==> config.mk <==
export PLATFORM = sky130hd
export DESIGN_NAME = fetch_unit
export DESIGN_NICKNAME = d
export VERILOG_FILES = /design/src/rtl/fetch_unit_pkg.sv /design/src/rtl/fetch_queue.sv /design/src/rtl/fetch_unit.sv
export SDC_FILE = /design/constraint.sdc
export NUM_CORES = 1
export LEC_CHECK = 0
export BUFFER_PORTS_ARGS = -buffer_cell sky130_fd_sc_hd__buf_2
export CAP_MARGIN = 20
export CORE_MARGIN = 2
export CORE_UTILIZATION = 34
export DETAILED_ROUTE_END_ITERATION = 10
export GPL_TIMING_DRIVEN = 0
export SLEW_MARGIN = 20
export SYNTH_ARGS = -nofsm -noshare
export SYNTH_HDL_FRONTEND = slang
export SYNTH_HIERARCHICAL = 1
export SYNTH_SLANG_ARGS = --single-unit
==> constraint.sdc <==
create_clock -name clk -period 9.6 [get_ports clk]
set_input_delay 0.96 -clock clk [delete_from_list [all_inputs] [get_ports clk]]
set_output_delay 0.96 -clock clk [all_outputs]
set_load 0.05 [all_outputs]
==> src/rtl/fetch_unit_pkg.sv <==
// fetch_unit_pkg: constants shared by the fetch stage
package fetch_unit_pkg;
  localparam int xlen = 32;
  localparam logic [31:0] nop_instr = 32'h0000_0013;
  localparam logic [31:0] reset_pc = 32'h0000_0000;
  localparam int fq_depth = 2;
  localparam int instr_size = 4;
endpackage

==> src/rtl/fetch_queue.sv <==
// fetch_queue: flushable FIFO of {pc, instr} entries with a registered head
module fetch_queue #(
  parameter int W = 64,
  parameter int DEPTH = 2,
  localparam int CW = $clog2(DEPTH + 1),
  localparam int AW = $clog2(DEPTH)
) (
  input  logic          clk,
  input  logic          nrst,
  input  logic          push,
  input  logic          pop,
  input  logic          flush,
  input  logic [W-1:0]  din,
  output logic [W-1:0]  dout,
  output logic [CW-1:0] count
);
  logic [W-1:0] mem [DEPTH];
  logic [AW-1:0] head, tail;
  assign dout = mem[head];
  // pointers wrap naturally because DEPTH is a power of two; flush wins over push/pop
  always_ff @(posedge clk or negedge nrst)
    if (!nrst) begin
      head <= '0;
      tail <= '0;
      count <= '0;
    end else if (flush) begin
      head <= '0;
      tail <= '0;
      count <= '0;
    end else begin
      head <= pop ? head + AW'(1) : head;
      tail <= push ? tail + AW'(1) : tail;
      count <= count + CW'(push) - CW'(pop);
    end
  // storage needs no reset: count gates every read
  always_ff @(posedge clk)
    if (push && !flush) mem[tail] <= din;
endmodule

==> src/rtl/fetch_unit.sv <==
// fetch_unit: PC generation, credit-limited imem requests, fetch queue and redirect flush
module fetch_unit
  import fetch_unit_pkg::*;
#(
  parameter int XLEN = xlen,
  parameter logic [XLEN-1:0] RESET_PC = XLEN'(reset_pc),
  parameter int FQ_DEPTH = fq_depth
) (
  input  logic            clk,
  input  logic            nrst,
  input  logic            stall,
  input  logic            redirect_valid,
  input  logic [XLEN-1:0] redirect_pc,
  output logic            imem_req,
  output logic [XLEN-1:0] imem_addr,
  input  logic            imem_gnt,
  input  logic            imem_rvalid,
  input  logic [31:0]     imem_rdata,
  output logic            instr_valid,
  output logic [31:0]     instr_out,
  output logic [XLEN-1:0] pc_out,
  output logic            chng2nop
);
  localparam int CW = $clog2(FQ_DEPTH + 1);
  localparam logic [XLEN-1:0] inc = XLEN'(instr_size);
  logic [XLEN-1:0] fetch_pc, resp_pc, last_pc, target;
  logic [CW-1:0] outstanding, drop_cnt, count;
  logic [XLEN+31:0] head;
  logic running, issue, accept, push, pop;
  assign target = {redirect_pc[XLEN-1:2], 2'b00};
  assign issue = imem_req && imem_gnt;
  assign accept = imem_rvalid && outstanding != '0;
  assign push = accept && drop_cnt == '0 && !redirect_valid;
  assign pop = instr_valid && !stall && !redirect_valid;
  assign imem_req = running && !redirect_valid &&
                    ({1'b0, outstanding} + {1'b0, count}) < (CW + 1)'(FQ_DEPTH);
  assign imem_addr = fetch_pc;
  assign instr_valid = count != '0;
  assign instr_out = instr_valid ? head[31:0] : nop_instr;
  assign pc_out = instr_valid ? head[XLEN+31:32] : last_pc;
  fetch_queue #(.W(XLEN + 32), .DEPTH(FQ_DEPTH)) u_q (
    .clk(clk),
    .nrst(nrst),
    .push(push),
    .pop(pop),
    .flush(redirect_valid),
    .din({resp_pc, imem_rdata}),
    .dout(head),
    .count(count)
  );
  // PCs, credit and drop counters; a redirect replaces any pending drop count
  always_ff @(posedge clk or negedge nrst)
    if (!nrst) begin
      running <= 1'b0;
      fetch_pc <= RESET_PC;
      resp_pc <= RESET_PC;
      last_pc <= RESET_PC;
      outstanding <= '0;
      drop_cnt <= '0;
      chng2nop <= 1'b0;
    end else begin
      running <= 1'b1;
      chng2nop <= redirect_valid;
      last_pc <= pc_out;
      outstanding <= outstanding + CW'(issue) - CW'(accept);
      fetch_pc <= redirect_valid ? target : issue ? fetch_pc + inc : fetch_pc;
      resp_pc <= redirect_valid ? target : push ? resp_pc + inc : resp_pc;
      drop_cnt <= redirect_valid ? outstanding - CW'(accept) :
                  (accept && drop_cnt != '0) ? drop_cnt - CW'(1) : drop_cnt;
    end
endmodule
==> summary.txt, run 1 <==
Logic synthesis
  – Sequential element share of the synthesized area: between 60% and 70%
  – Synth Instances: around 790
  – Leading cell type by number of instances after synthesis: edfxtp_1
  – Count of flip-flops with a built-in enable after synthesis: about 130
  – Cell taking the most area after synthesis: edfxtp_1
  – Top cells by area, synth: edfxtp_1 (36%), dfrtp_1 (24%), mux2_4 (7.1%), mux2_2 (5.4%), and2_1 (1.9%)
  – Warnings from Yosys: 6
  – Synth Flop Type: edfxtp_1
  – Area of the mapped netlist: 10600 sq um
  – Mean Syn Cell Area: around 13 sq um
  – Cell types with the highest counts after synthesis: edfxtp_1 (128), dfrtp_1 (102), mux2_2 (51), mux2_4 (50), nand2_1 (50)
  – Number of storage elements in the synthesis netlist: 230
  – Fraction of synthesis flops using an asynchronous set or reset pin: ~44%
  – Share of Yosys cell area claimed by the top area cell type: 36.3%
  – Distinct cell type count of the synthesized netlist: 60

Power and ir drop
  – Net switching power: 1300 uW
  – Final total power: between 3000 and 4000 uW
  – Leakage power total: 0.00517 uW
  – Int Power: 2100 uW
  – Maximum VDD drop: 0.121 mV
  – Proportion of power drawn by combinational gates: 33.5%
  – Proportion of total power due to net switching: 38.1%
  – Share of total power in the clock network: 29.1%
  – Total power per unit cell area: about 260 nW/um^2
  – Sequential group share of total power: 37.4%

Global route
  – Maximum number of pins on one net before global-route repair: 56
  – Global route overflow: 0
  – Number of antenna violations at the first check in global routing: 0
  – Total routing usage reported by global routing: 16.2%
  – First-pass GRT wire length: 41900 microns
  – Vias in the first global route: ~7300

Placement
  – Buffers on Ports: 164
  – GP Congestion: between 0.8 and 0.9
  – HPWL after detailed placement: 19300 microns

STA
  – Max-slew headroom at the worst pin: 47.8%
  – Hold violation count in the final report: 0
  – Slew at the pin closest to its max-slew limit: 0.783 ns
  – Endpoints failing setup: 0
  – Fmax: 268 MHz
  – Setup repair after global routing missed its margin: false
  – Final period demand of the worst path: 3.74 ns
  – Final period utilization: around two fifths
  – Max-slew violation count: 0
  – Worst Skew: 0.0210 ns

Setup path
  – Peak fanout along the critical path: 7
  – Signal arrival time at the worst endpoint: 2.78 ns
  – Worst setup EP type: primary output
  – Category of the worst setup path launch point: flip-flop
  – Kind of critical path: flip-flop to primary output
  – Worst EP required: 8.64 ns

Routing
  – DRC: 0
  – Count of TritonRoute iterations in the first routing pass: 4
  – Count of antenna-violating nets left after detailed routing: 0
  – WL final: 26700 microns
  – Wire length per cell after detailed routing: 18.8 microns
  – Count of vias placed by the detailed router: between 7000 and 8000
  – Iteration-0 DRC Markers: around 560
  – Mean number of vias per cell: around 5.2

Clock tree
  – Clock latency on the worst-skew pair: between 0.5 and 0.6 ns
  – CTS tree: done
  – CTS root buffer: clkbuf_16
  – Inserted Clock Buffers: 26
  – Number of buffers inserted by hold repair at cts: 0
  – Total of cells resized after clock tree synthesis: 0
  – Clock transition at path regs: 0.06 ns
  – TritonCTS sink count: 230
  – CTS max path bufs: 3
  – Number of post-CTS setup repair buffers: 0
  – Number of H-tree branching levels: 1

Floorplanning
  – Area of the core: 30700 sq um
  – Initial Util: 34.5%
  – Die X-Extent: between 150 and 200 microns
  – DIE HEIGHT: roughly 180 microns
  – Number of core rows: between 60 and 70
  – IO Pins: roughly 170
  – Die Area: 32600 sq um

Layout
  – Layout fillers: between 2000 and 3000
  – Ant diodes: 0
  – Fraction of the core area covered by cells at the end of the flow: 42.4%
  – Net count of the finished layout: 1088
  – Fraction of final layout cells sized beyond drive strength 1: 34.1%
  – Synthesis-to-finish area growth: 22.7%

Status
  – Run status: finished clean

Hold path
  – Worst min-delay path category: input pin to async pin

Flow run
  – Max Cap Viol: 0
-- critical path: stages (launching register included) --
cell,delay [ns]
dfrtp_1,0.44
and2_1,0.18
fa_1,0.43
or4b_4,0.54
buf_6,0.16
inv_1,0.19
buf_2,0.31
-- flip-flops by register name (all words and copies together), names as in the netlist --
signal,flops
drop_cnt,2
last_pc,32
u_q/mem,128
u_q/head,1
u_q/tail,1
outstanding,2
chng2nop,1
imem_addr,30
running,1
resp_pc,30
u_q/count,2
-- layer usage --
| layer | share of wire (%) | track usage (%) | wire length [microns] |
|---|---|---|---|
| met5 | 0 | 0 | 0 |
| met4 | 2.4 | 4.42 | 648 |
| met3 | 7.1 | 2.55 | 1910 |
| met2 | 44 | 25.1 | 11900 |
| met1 | 46 | 23.5 | 12300 |
-- cell usage in the layout, fill, tap and decap left out, drive strengths merged, types with 4 or more instances in the layout --
master,instances
o31ai,8
nand3,34
edfxtp,128
or4b,4
nor4,13
a31oi,12
buf,199
inv,22
and4,12
a22oi,6
o211ai,10
xnor2,13
mux2i,5
o21ai,15
nand4,23
nand2b,4
nor3,17
nand2,50
mux2,101
ha,8
or4,20
or3,4
nor2,36
xor2,5
and2,33
clkbuf,55
and3,7
dfrtp,102
clkinv,11
o311ai,12
conb,7
a21oi,8
nor2b,5
a211oi,7
-- worst paths after layout --
check	from	to	slack [ns]	cells after the start
min in group clk	last_pc[17]	last_pc[17]	0.49	1
setup reg to reg	outstanding[0]	outstanding[1]	6.48	13
max in group asynchronous	nrst	last_pc[13]	8.56	2
hold reg to reg	last_pc[17]	last_pc[17]	0.49	1
hold / removal	nrst	imem_addr[15]	0.37	1
setup / recovery	outstanding[0]	imem_req	5.86	6
-- cell families (layout without fill, tap and decap cells) --
group / Yosys count / count (layout) / share of synthesized area (%)
adder cells (fa/ha/maj): 9 / 9 / 1.13
multiplexers: 106 / 106 / 13.0
AO/OA/AOI/OAI: 97 / 97 / 6.50
other: 2 / 7 / 0.0709
XOR/XNOR: 19 / 19 / 1.70
AND/OR/NAND/NOR: 270 / 270 / 14.3
flip-flops: 230 / 230 / 60.4
buffers and inverters: 60 / 291 / 2.93
-- power by group through the flow --
stage | combinational (uW) | clock [uW] | sequential, uW
after global routing | 1210 | 1060 | 1290
after global placement | 1130 | 0 | 1290
after floorplan | 815 | 0 | 1320
after detailed placement | 1150 | 0 | 1290
final | 1140 | 991 | 1270
after CTS | 1150 | 1020 | 1270
-- cell type report --
class,instances,area (sq um),area share (%)
Buffer,38,228,1.75
Clock buffer,33,697,5.36
Clock inverter,15,166,1.28
Inverter,22,82.6,0.636
Multi-Input combinational cell,508,3920,30.1
Sequential cell,230,6400,49.2
Tap cell,396,495,3.81
Timing Repair Buffer,183,1010,7.79
-- per-stage QoR --
stage / worst slack, ns / std cells / TNS [ns] / cell area [sq um] / hold WS, ns
after floorplan: 2.62 / 798 / 0 / 10600 / 0.465
after global placement: -1.17 / 1358 / -116.99 / 11900 / 0.476
after detailed placement: 5.49 / 1377 / 0 / 12100 / 0.478
after CTS: 5.84 / 1425 / 0 / 13000 / 0.376
after global routing: 5.77 / 1425 / 0 / 13000 / 0.394
final: 5.86 / 1425 / 0 / 13000 / 0.366
No activity file was read; power rests on OpenSTA's default activity.
==> run 2, diff against run 1 <==
ABC_AREA = 1   (was not set)
clock period = 3.61 ns   (was 9.6 ns; I/O delays follow)
==> run 2 against run 1 <==
Flip-flop and latch count unchanged; final area up 3.9%; sequential power rose to 2.8 times the previous value; critical path depth down 1; global-route usage up 0.31 points; final cell count up 24%; wire length up 4.3%; via count up 12%; non-clock buffer count down 12; setup slack worse by 5.2 ns; synthesized cell count up 39%; critical path type unchanged; highest routed layer unchanged.
==> summary.txt, run 2 <==
Status
  – Run status: finished clean

Logic synthesis
  – Fraction of synthesis flops using an asynchronous set or reset pin: 44.3% (unchanged)
  – Synth Instances: 1103 (+39%)
  – Sequential element share of the synthesized area: 57.9% (-2.5 points)
  – Cell taking the most area after synthesis: edfxtp_1
  – Leading cell type by number of instances after synthesis: nand2_1
  – Distinct cell type count of the synthesized netlist: 43 (-28%)
  – Share of Yosys cell area claimed by the top area cell type: 34.8% (-1.5 points)
  – Synth Flop Type: edfxtp_1
  – Count of flip-flops with a built-in enable after synthesis: 128 (unchanged)
  – Area of the mapped netlist: 11000 sq um (+4.3%)
  – Warnings from Yosys: 6 (unchanged)
  – Mean Syn Cell Area: 10.0 sq um (-25%)
  – Top cells by area, synth: edfxtp_1 (35%), dfrtp_1 (23%), nand2_1 (11%), mux2_4 (5.2%), inv_1 (3.9%)
  – Cell types with the highest counts after synthesis: nand2_1 (313), edfxtp_1 (128), inv_1 (114), dfrtp_1 (102), nor2_1 (102)
  – Number of storage elements in the synthesis netlist: 230 (unchanged)

Placement
  – Buffers on Ports: 164 (unchanged)
  – GP Congestion: 0.875 (-0.71%)
  – Worst slack at placement: 0.860 ns (-4.63 ns)
  – Area after detailed placement: 12600 sq um (+3.5%)
  – HPWL after detailed placement: 20400 microns (+5.8%)

Hold path
  – Worst min-delay path category: input pin to flip-flop
  – Worst Min Path Start: imem_rdata[31]

Power and ir drop
  – Maximum VDD drop: 0.371 mV (+210%)
  – Proportion of total power due to net switching: 40.0% (+1.8 points)
  – Proportion of power drawn by combinational gates: 34.0% (+0.5 points)
  – Net switching power: 3770 uW (+190%)
  – Leakage power total: 0.00607 uW (+17%)
  – Sequential group share of total power: 37.1% (-0.3 points)
  – Int Power: 5660 uW (+170%)
  – Total power per unit cell area: 698 nW/um^2 (+170%)
  – Share of total power in the clock network: 28.9% (-0.2 points)
  – Final total power: 9430 uW (+180%)

Clock tree
  – CTS max path bufs: 3 (unchanged)
  – TritonCTS sink count: 230 (unchanged)
  – Number of H-tree branching levels: 1 (unchanged)
  – Clock latency on the worst-skew pair: 0.53 ns (about the same)
  – CTS root buffer: clkbuf_16
  – CTS tree: done
  – Clock transition at path regs: 0.06 ns (about the same)
  – Inserted Clock Buffers: 25 (-3.8%)

Setup path
  – Peak fanout along the critical path: 10 (+3)
  – Signal arrival time at the worst endpoint: 2.54 ns (-0.24 ns)
  – Worst EP required: 3.25 ns (-5.39 ns)
  – Worst setup EP type: primary output
  – Critical R2R Launch: outstanding[1]
  – Kind of critical path: flip-flop to primary output
  – Category of the worst setup path launch point: flip-flop
  – Critical Path Start: u_q/count[1]

Floorplanning
  – DIE HEIGHT: 184 microns (+2.1%)
  – Die Area: 33900 sq um (+4.2%)
  – Area of the core: 31800 sq um (+3.7%)
  – Initial Util: 34.7% (+0.19 points)
  – Number of core rows: 65 (+1.6%)
  – Die X-Extent: 184 microns (+2.1%)
  – IO Pins: 169 (unchanged)

Routing
  – Count of vias placed by the detailed router: 8284 (+12%)
  – Mean number of vias per cell: 4.70 (-9.7%)
  – Count of TritonRoute iterations in the first routing pass: 5 (+1)
  – Wire length per cell after detailed routing: 15.8 microns (-16%)
  – Iteration-0 DRC Markers: 502 (-11%)
  – WL final: 27900 microns (+4.3%)
  – DRC: 0 (unchanged)
  – Count of antenna-violating nets left after detailed routing: 0 (unchanged)

Layout
  – Largest registers: u_q/mem (128), last_pc (32)
  – Reg with most FFs: u_q/mem
  – Number of flip-flops in the largest register: 128 (unchanged)
  – Fraction of the core area covered by cells at the end of the flow: 42.5% (+0.11 points)
  – Net count of the finished layout: 1389 (+28%)
  – Design area: 13500 sq um (+3.9%)
  – Commonest non-fill, non-tap cells in the layout: nand2_1 (313), buf_2 (172), edfxtp_1 (128)
  – Fraction of final layout cells sized beyond drive strength 1: 26.3% (-7.9 points)
  – Synthesis-to-finish area growth: 22.3%
  – Ant diodes: 0 (unchanged)
  – Commonest non-fill, non-tap cell in the layout: nand2_1

STA
  – Setup TNS after final layout: 0 ns (unchanged)
  – Worst Skew: 0.0128 ns (-0.00819 ns)
  – Max-slew headroom at the worst pin: 55.4% (+7.6 points)
  – Fmax: between 300 and 400 MHz
  – Hold violation count in the final report: 0 (unchanged)
  – Final period demand of the worst path: 2.90 ns
  – Post-route setup slack: 0.708 ns (-5.16 ns)
  – Max-slew violation count: 0 (unchanged)
  – Slew at the pin closest to its max-slew limit: 0.669 ns (-0.113 ns)
  – Endpoints failing setup: 0 (unchanged)
  – Setup repair after global routing missed its margin: false
  – Final period utilization: 80.4%

Global route
  – Global route overflow: 0 (unchanged)
  – Number of antenna violations at the first check in global routing: 0 (unchanged)
  – Vias in the first global route: 7870 (+7.2%)
  – First-pass GRT wire length: 43400 microns (+3.7%)
  – Maximum number of pins on one net before global-route repair: 64 (+14%)
  – Total routing usage reported by global routing: 16.5% (+0.31 points)
  – Global routing usage on met1: 23.5% (about the same)
  – Global routing's busiest layer: met2
  – Met2 GRT Util: 26.3% (+1.1 points)
  – Global routing met3 resource utilization: 2.53% (-0.017 points)

Flow run
  – Max Cap Viol: 0 (unchanged)
==> run 2: routing by layer <==
metal / wire [microns] / part of all wire (%)
met1: 13200 / 47
met2: 12300 / 44
met3: 1790 / 6.4
met4: 674 / 2.4
met5: 0 / 0
==> run 2: final timing paths <==
check	cells past startpoint	slack, ns	endpoint
max in group asynchronous	3	2.61	last_pc[12]
min in group asynchronous	2	0.32	imem_addr[30]
worst max register to register	9	0.93	u_q/mem[0][30]
worst min-delay path	1	0.03	u_q/mem[1][31]
worst max-delay path	5	0.71	instr_out[6]
worst min register to register	2	0.47	last_pc[3]
==> run 2: area by class of cell <==
class,count,area [sq um]
multi-input combinational,724,4010
buffer,34,221
tap,435,544
clock inverter,13,173
fill,3085,18300
sequential,230,6400
inverter,120,450
timing repair buffer,175,995
clock buffer,33,716
==> run 2: kinds of logic (layout without fill, tap and decap cells) <==
| logic type | count (synthesis) | count (layout) | share of synthesized area, % |
|---|---|---|---|
| simple gates | 546 | 546 | 21.4 |
| flops | 230 | 230 | 57.9 |
| buf+inv | 154 | 375 | 6.08 |
| compound gates | 83 | 83 | 4.43 |
| mux | 64 | 64 | 7.82 |
| xor+xnor | 15 | 15 | 1.19 |
| fa+ha+maj | 9 | 9 | 1.09 |
| other cells | 2 | 7 | 0.0680 |
==> run 2: what timing repair did <==
item | 4_1_cts | 5_1_grt
hold endpoints to repair | 47 | 0
resized for setup | 0 | 0
setup endpoints to repair | 0 | 0
buffers inserted | 0 | 0
hold buffers | 6 | 0
==> run 2: power by group through the flow <==
| stage | Sequential [uW] | Clock, uW | Combinational [uW] |
|---|---|---|---|
| finish | 3500 | 2720 | 3200 |
| global route | 3560 | 2900 | 3470 |
| CTS | 3500 | 2790 | 3250 |
| detailed placement | 3550 | 0 | 3230 |
| global placement | 3540 | 0 | 3170 |
| floorplan | 3650 | 0 | 2220 |
==> run 2: critical path, stage by stage (launching register included) <==
cell and delay, ns:
dfrtp_1 0.42, nor2_1 0.26, clkbuf_1 0.47, clkbuf_1 0.53, nor2_1 0.10, buf_2 0.24
==> run 2: stage by stage <==
step | hold slack, ns | std cells
after global placement | 0.456 | 1707
after floorplan | 0.0654 | 1108
final | 0.0271 | 1764
after global routing | 0.00596 | 1764
after detailed placement | 0.309 | 1712
after CTS | 0.00132 | 1764
==> run 3, diff against run 2 <==
ABC_AREA = 0   (was 1)
clock period = 3.02 ns   (was 3.61 ns; I/O delays follow)
==> run 3 against run 2 <==
Die area shrank 4.0%; critical endpoint is now outstanding[1]; setup slack lost 0.68 ns; clock skew shrank 0.0038 ns; global-route usage about the same; combinational power up 15%; hold slack better by 0.0017 ns; via count down 9.0%; final area is 0.68% lower; non-clock buffer count up 45; sequential share of layout area rose by 0.32 points; total power rose by 16%; critical path depth increased by 7.
==> summary.txt, run 3 (synthesis gave the netlist of run 1 again) <==
Power and ir drop
  – Int Power: 6740 uW (+19%)
  – Leakage power total: 0.00532 uW (-12%)
  – Proportion of total power due to net switching: 38.2% (-1.8 points)
  – Total power per unit cell area: 813 nW/um^2 (+16%)
  – Sequential group share of total power: 37.0% (about the same)
  – Final total power: 10900 uW (+16%)
  – Maximum VDD drop: 0.385 mV (+3.7%)
  – Share of total power in the clock network: 29.1% (+0.2 points)
  – Net switching power: 4160 uW (+10%)
  – Proportion of power drawn by combinational gates: 33.9% (about the same)

Clock tree
  – Clock latency on the worst-skew pair: 0.53 ns (about the same)
  – TritonCTS sink count: 230 (unchanged)
  – CTS root buffer: clkbuf_16
  – Inserted Clock Buffers: 26 (+4.0%)
  – Clock transition at path regs: 0.06 ns (about the same)
  – Number of H-tree branching levels: 1 (unchanged)
  – CTS max path bufs: 3 (unchanged)
  – CTS tree: done

Setup path
  – Category of the worst setup path launch point: flip-flop
  – Worst EP required: 3.43 ns (+0.18 ns)
  – Path depth of the worst reg2reg path: 12 (+3)
  – Critical R2R Launch: u_q/count[0]
  – Reg2reg setup slack: 0.03 ns (-0.90 ns)
  – Signal arrival time at the worst endpoint: 3.40 ns (+0.86 ns)
  – Worst setup EP type: flip-flop
  – Worst flop-to-flop path endpoint: outstanding[1]
  – Kind of critical path: flip-flop to flip-flop
  – Peak fanout along the critical path: 10 (unchanged)

Global route
  – Number of antenna violations at the first check in global routing: 0 (unchanged)
  – Total routing usage reported by global routing: 16.5% (+0.032 points)
  – Global route overflow: 0 (unchanged)
  – First-pass GRT wire length: 42900 microns (-1.3%)
  – Vias in the first global route: 7625 (-3.1%)
  – Maximum number of pins on one net before global-route repair: 68 (+6.3%)

STA
  – Final period demand of the worst path: about 3 ns
  – Max-slew violation count: 0 (unchanged)
  – Post-route setup slack: 0.0328 ns (-0.675 ns)
  – Fmax: roughly 330 MHz
  – Hold violation count in the final report: 0 (unchanged)
  – Max-slew headroom at the worst pin: 44.6% (-11 points)
  – Endpoints failing setup: 0 (unchanged)
  – Setup repair after global routing missed its margin: true
  – Slew at the pin closest to its max-slew limit: 0.831 ns (+0.162 ns)
  – Worst Skew: 0.00895 ns (-0.00383 ns)
  – Final period utilization: 98.9%

Hold path
  – Worst min-delay path category: input pin to flip-flop
  – Count of cells along the worst hold path: 2 (+1)
  – End point of the worst hold path: imem_addr[5]
  – Worst Min Path Start: redirect_pc[5]

Routing
  – DRC: 0 (unchanged)
  – Count of vias placed by the detailed router: 7542 (-9.0%)
  – WL final: 27200 microns (-2.4%)
  – Iteration-0 DRC Markers: 418 (-17%)
  – Wire length per cell after detailed routing: 18.7 microns (+18%)
  – Count of TritonRoute iterations in the first routing pass: 5 (unchanged)
  – Count of antenna-violating nets left after detailed routing: 0 (unchanged)
  – Mean number of vias per cell: 5.17 (+10%)

Layout
  – Synthesis-to-finish area growth: 26.6%
  – Commonest non-fill, non-tap cell in the layout: buf_2
  – Ant diodes: 0 (unchanged)
  – Fraction of final layout cells sized beyond drive strength 1: 33.4% (+7.2 points)
  – Design area: 13400 sq um (-0.68%)
  – Net count of the finished layout: 1121 (-19%)
  – Number of flip-flops in the largest register: 128 (unchanged)
  – Fraction of the core area covered by cells at the end of the flow: 43.7% (+1.3 points)
  – Commonest non-fill, non-tap cells in the layout: buf_2 (164), edfxtp_1 (128), dfrtp_1 (102)
  – Reg with most FFs: u_q/mem
  – Largest registers: u_q/mem (128), last_pc (32)

Placement
  – GP Congestion: 0.870 (-0.61%)
  – HPWL after detailed placement: 19300 microns (-5.7%)
  – Buffers on Ports: 164 (unchanged)
  – Area after detailed placement: 12100 sq um (-3.3%)
  – Worst slack at placement: -0.527 ns (-1.39 ns)

Floorplanning
  – Initial Util: 34.5% (-0.19 points)
  – Die Area: 32600 sq um (-4.0%)
  – IO Pins: 169 (unchanged)
  – Area of the core: 30700 sq um (-3.6%)
  – DIE HEIGHT: 181 microns (-2.0%)
  – Number of core rows: 64 (-1.5%)
  – Die X-Extent: 181 microns (-2.0%)

Flow run
  – Max Cap Viol: 0 (unchanged)

Status
  – Run status: finished clean
## run 3: changes by cell type in the layout (fill, tap and decap cells not counted), sizes merged, moves of 33 or more
cell	delta
nor2	-86
inv	-99
nand3	-41
and2	+33
mux2	+37
nand2	-276
## run 3: final cells by class
| class | instances | area, sq um |
|---|---|---|
| Tap cell | 396 | 495 |
| Timing Repair Buffer | 217 | 1420 |
| Clock inverter | 17 | 183 |
| Inverter | 22 | 82.6 |
| Clock buffer | 31 | 689 |
| Buffer | 37 | 220 |
| Fill cell | 2821 | 17300 |
| Multi-Input combinational cell | 508 | 3930 |
| Sequential cell | 230 | 6400 |
## run 3: worst max-delay path by stage
stage                         startpoint              to  slack, ns
after floorplan              drop_cnt[0]   u_q/mem[1][0]      -0.20
after global placement    redirect_valid   u_q/mem[1][8]      -1.90
after detailed placement  redirect_valid  u_q/mem[0][12]      -0.53
after CTS                   u_q/count[0]  outstanding[1]      0.003
after global routing        u_q/count[0]  outstanding[1]      -0.11
final                       u_q/count[0]  outstanding[1]       0.03
## run 3: per-layer routing
layer	track usage (%)	vias up	routed length (microns)	share of wire, %
li1	-	3508	-	-
met1	22.9	3657	12200	45
met2	25.9	319	12200	45
met3	3.58	58	2000	7.3
met4	5.23	0	795	2.9
met5	0	-	0	0
## run 3: power by group through the flow
stage          registers [uW]  clock network [uW]  logic (uW)
3_3_place_gp             4090                   0        3600
2_1_floorplan            4190                   0        2600
5_1_grt                  4080                3380        3920
3_5_place_dp             4100                   0        3660
6_report                 4030                3170        3690
4_1_cts                  4030                3260        3730
## run 3: worst max-delay path: stages (launching register included)
cell     delay (ns)
dfrtp_1        0.38
and2_1         0.17
fa_1           0.44
or4b_4         0.60
nor2_8         0.17
inv_2          0.06
buf_6          0.14
buf_6          0.16
ha_1           0.27
inv_1          0.04
ha_1           0.17
xnor2_1        0.13
xnor2_1        0.13
## run 3: per-stage QoR
stage	TNS (ns)	std cells	hold WS [ns]
after floorplan	-19.68	798	0.00641
after detailed placement	-26.05	1369	0.236
after CTS	0	1454	0.00759
after global routing	-0.130	1458	0.0226
final	0	1458	0.0288
after global placement	-232.57	1358	0.478
## run 3: repair_timing
action                                  in CTS  in global routing
gates resized for setup                      3                  3
hold buffers                                35                  0
pin swaps                                    2                  3
endpoints found under the hold margin      101                  0
endpoints found under the setup margin      41                 29
buffers inserted                             3                  4
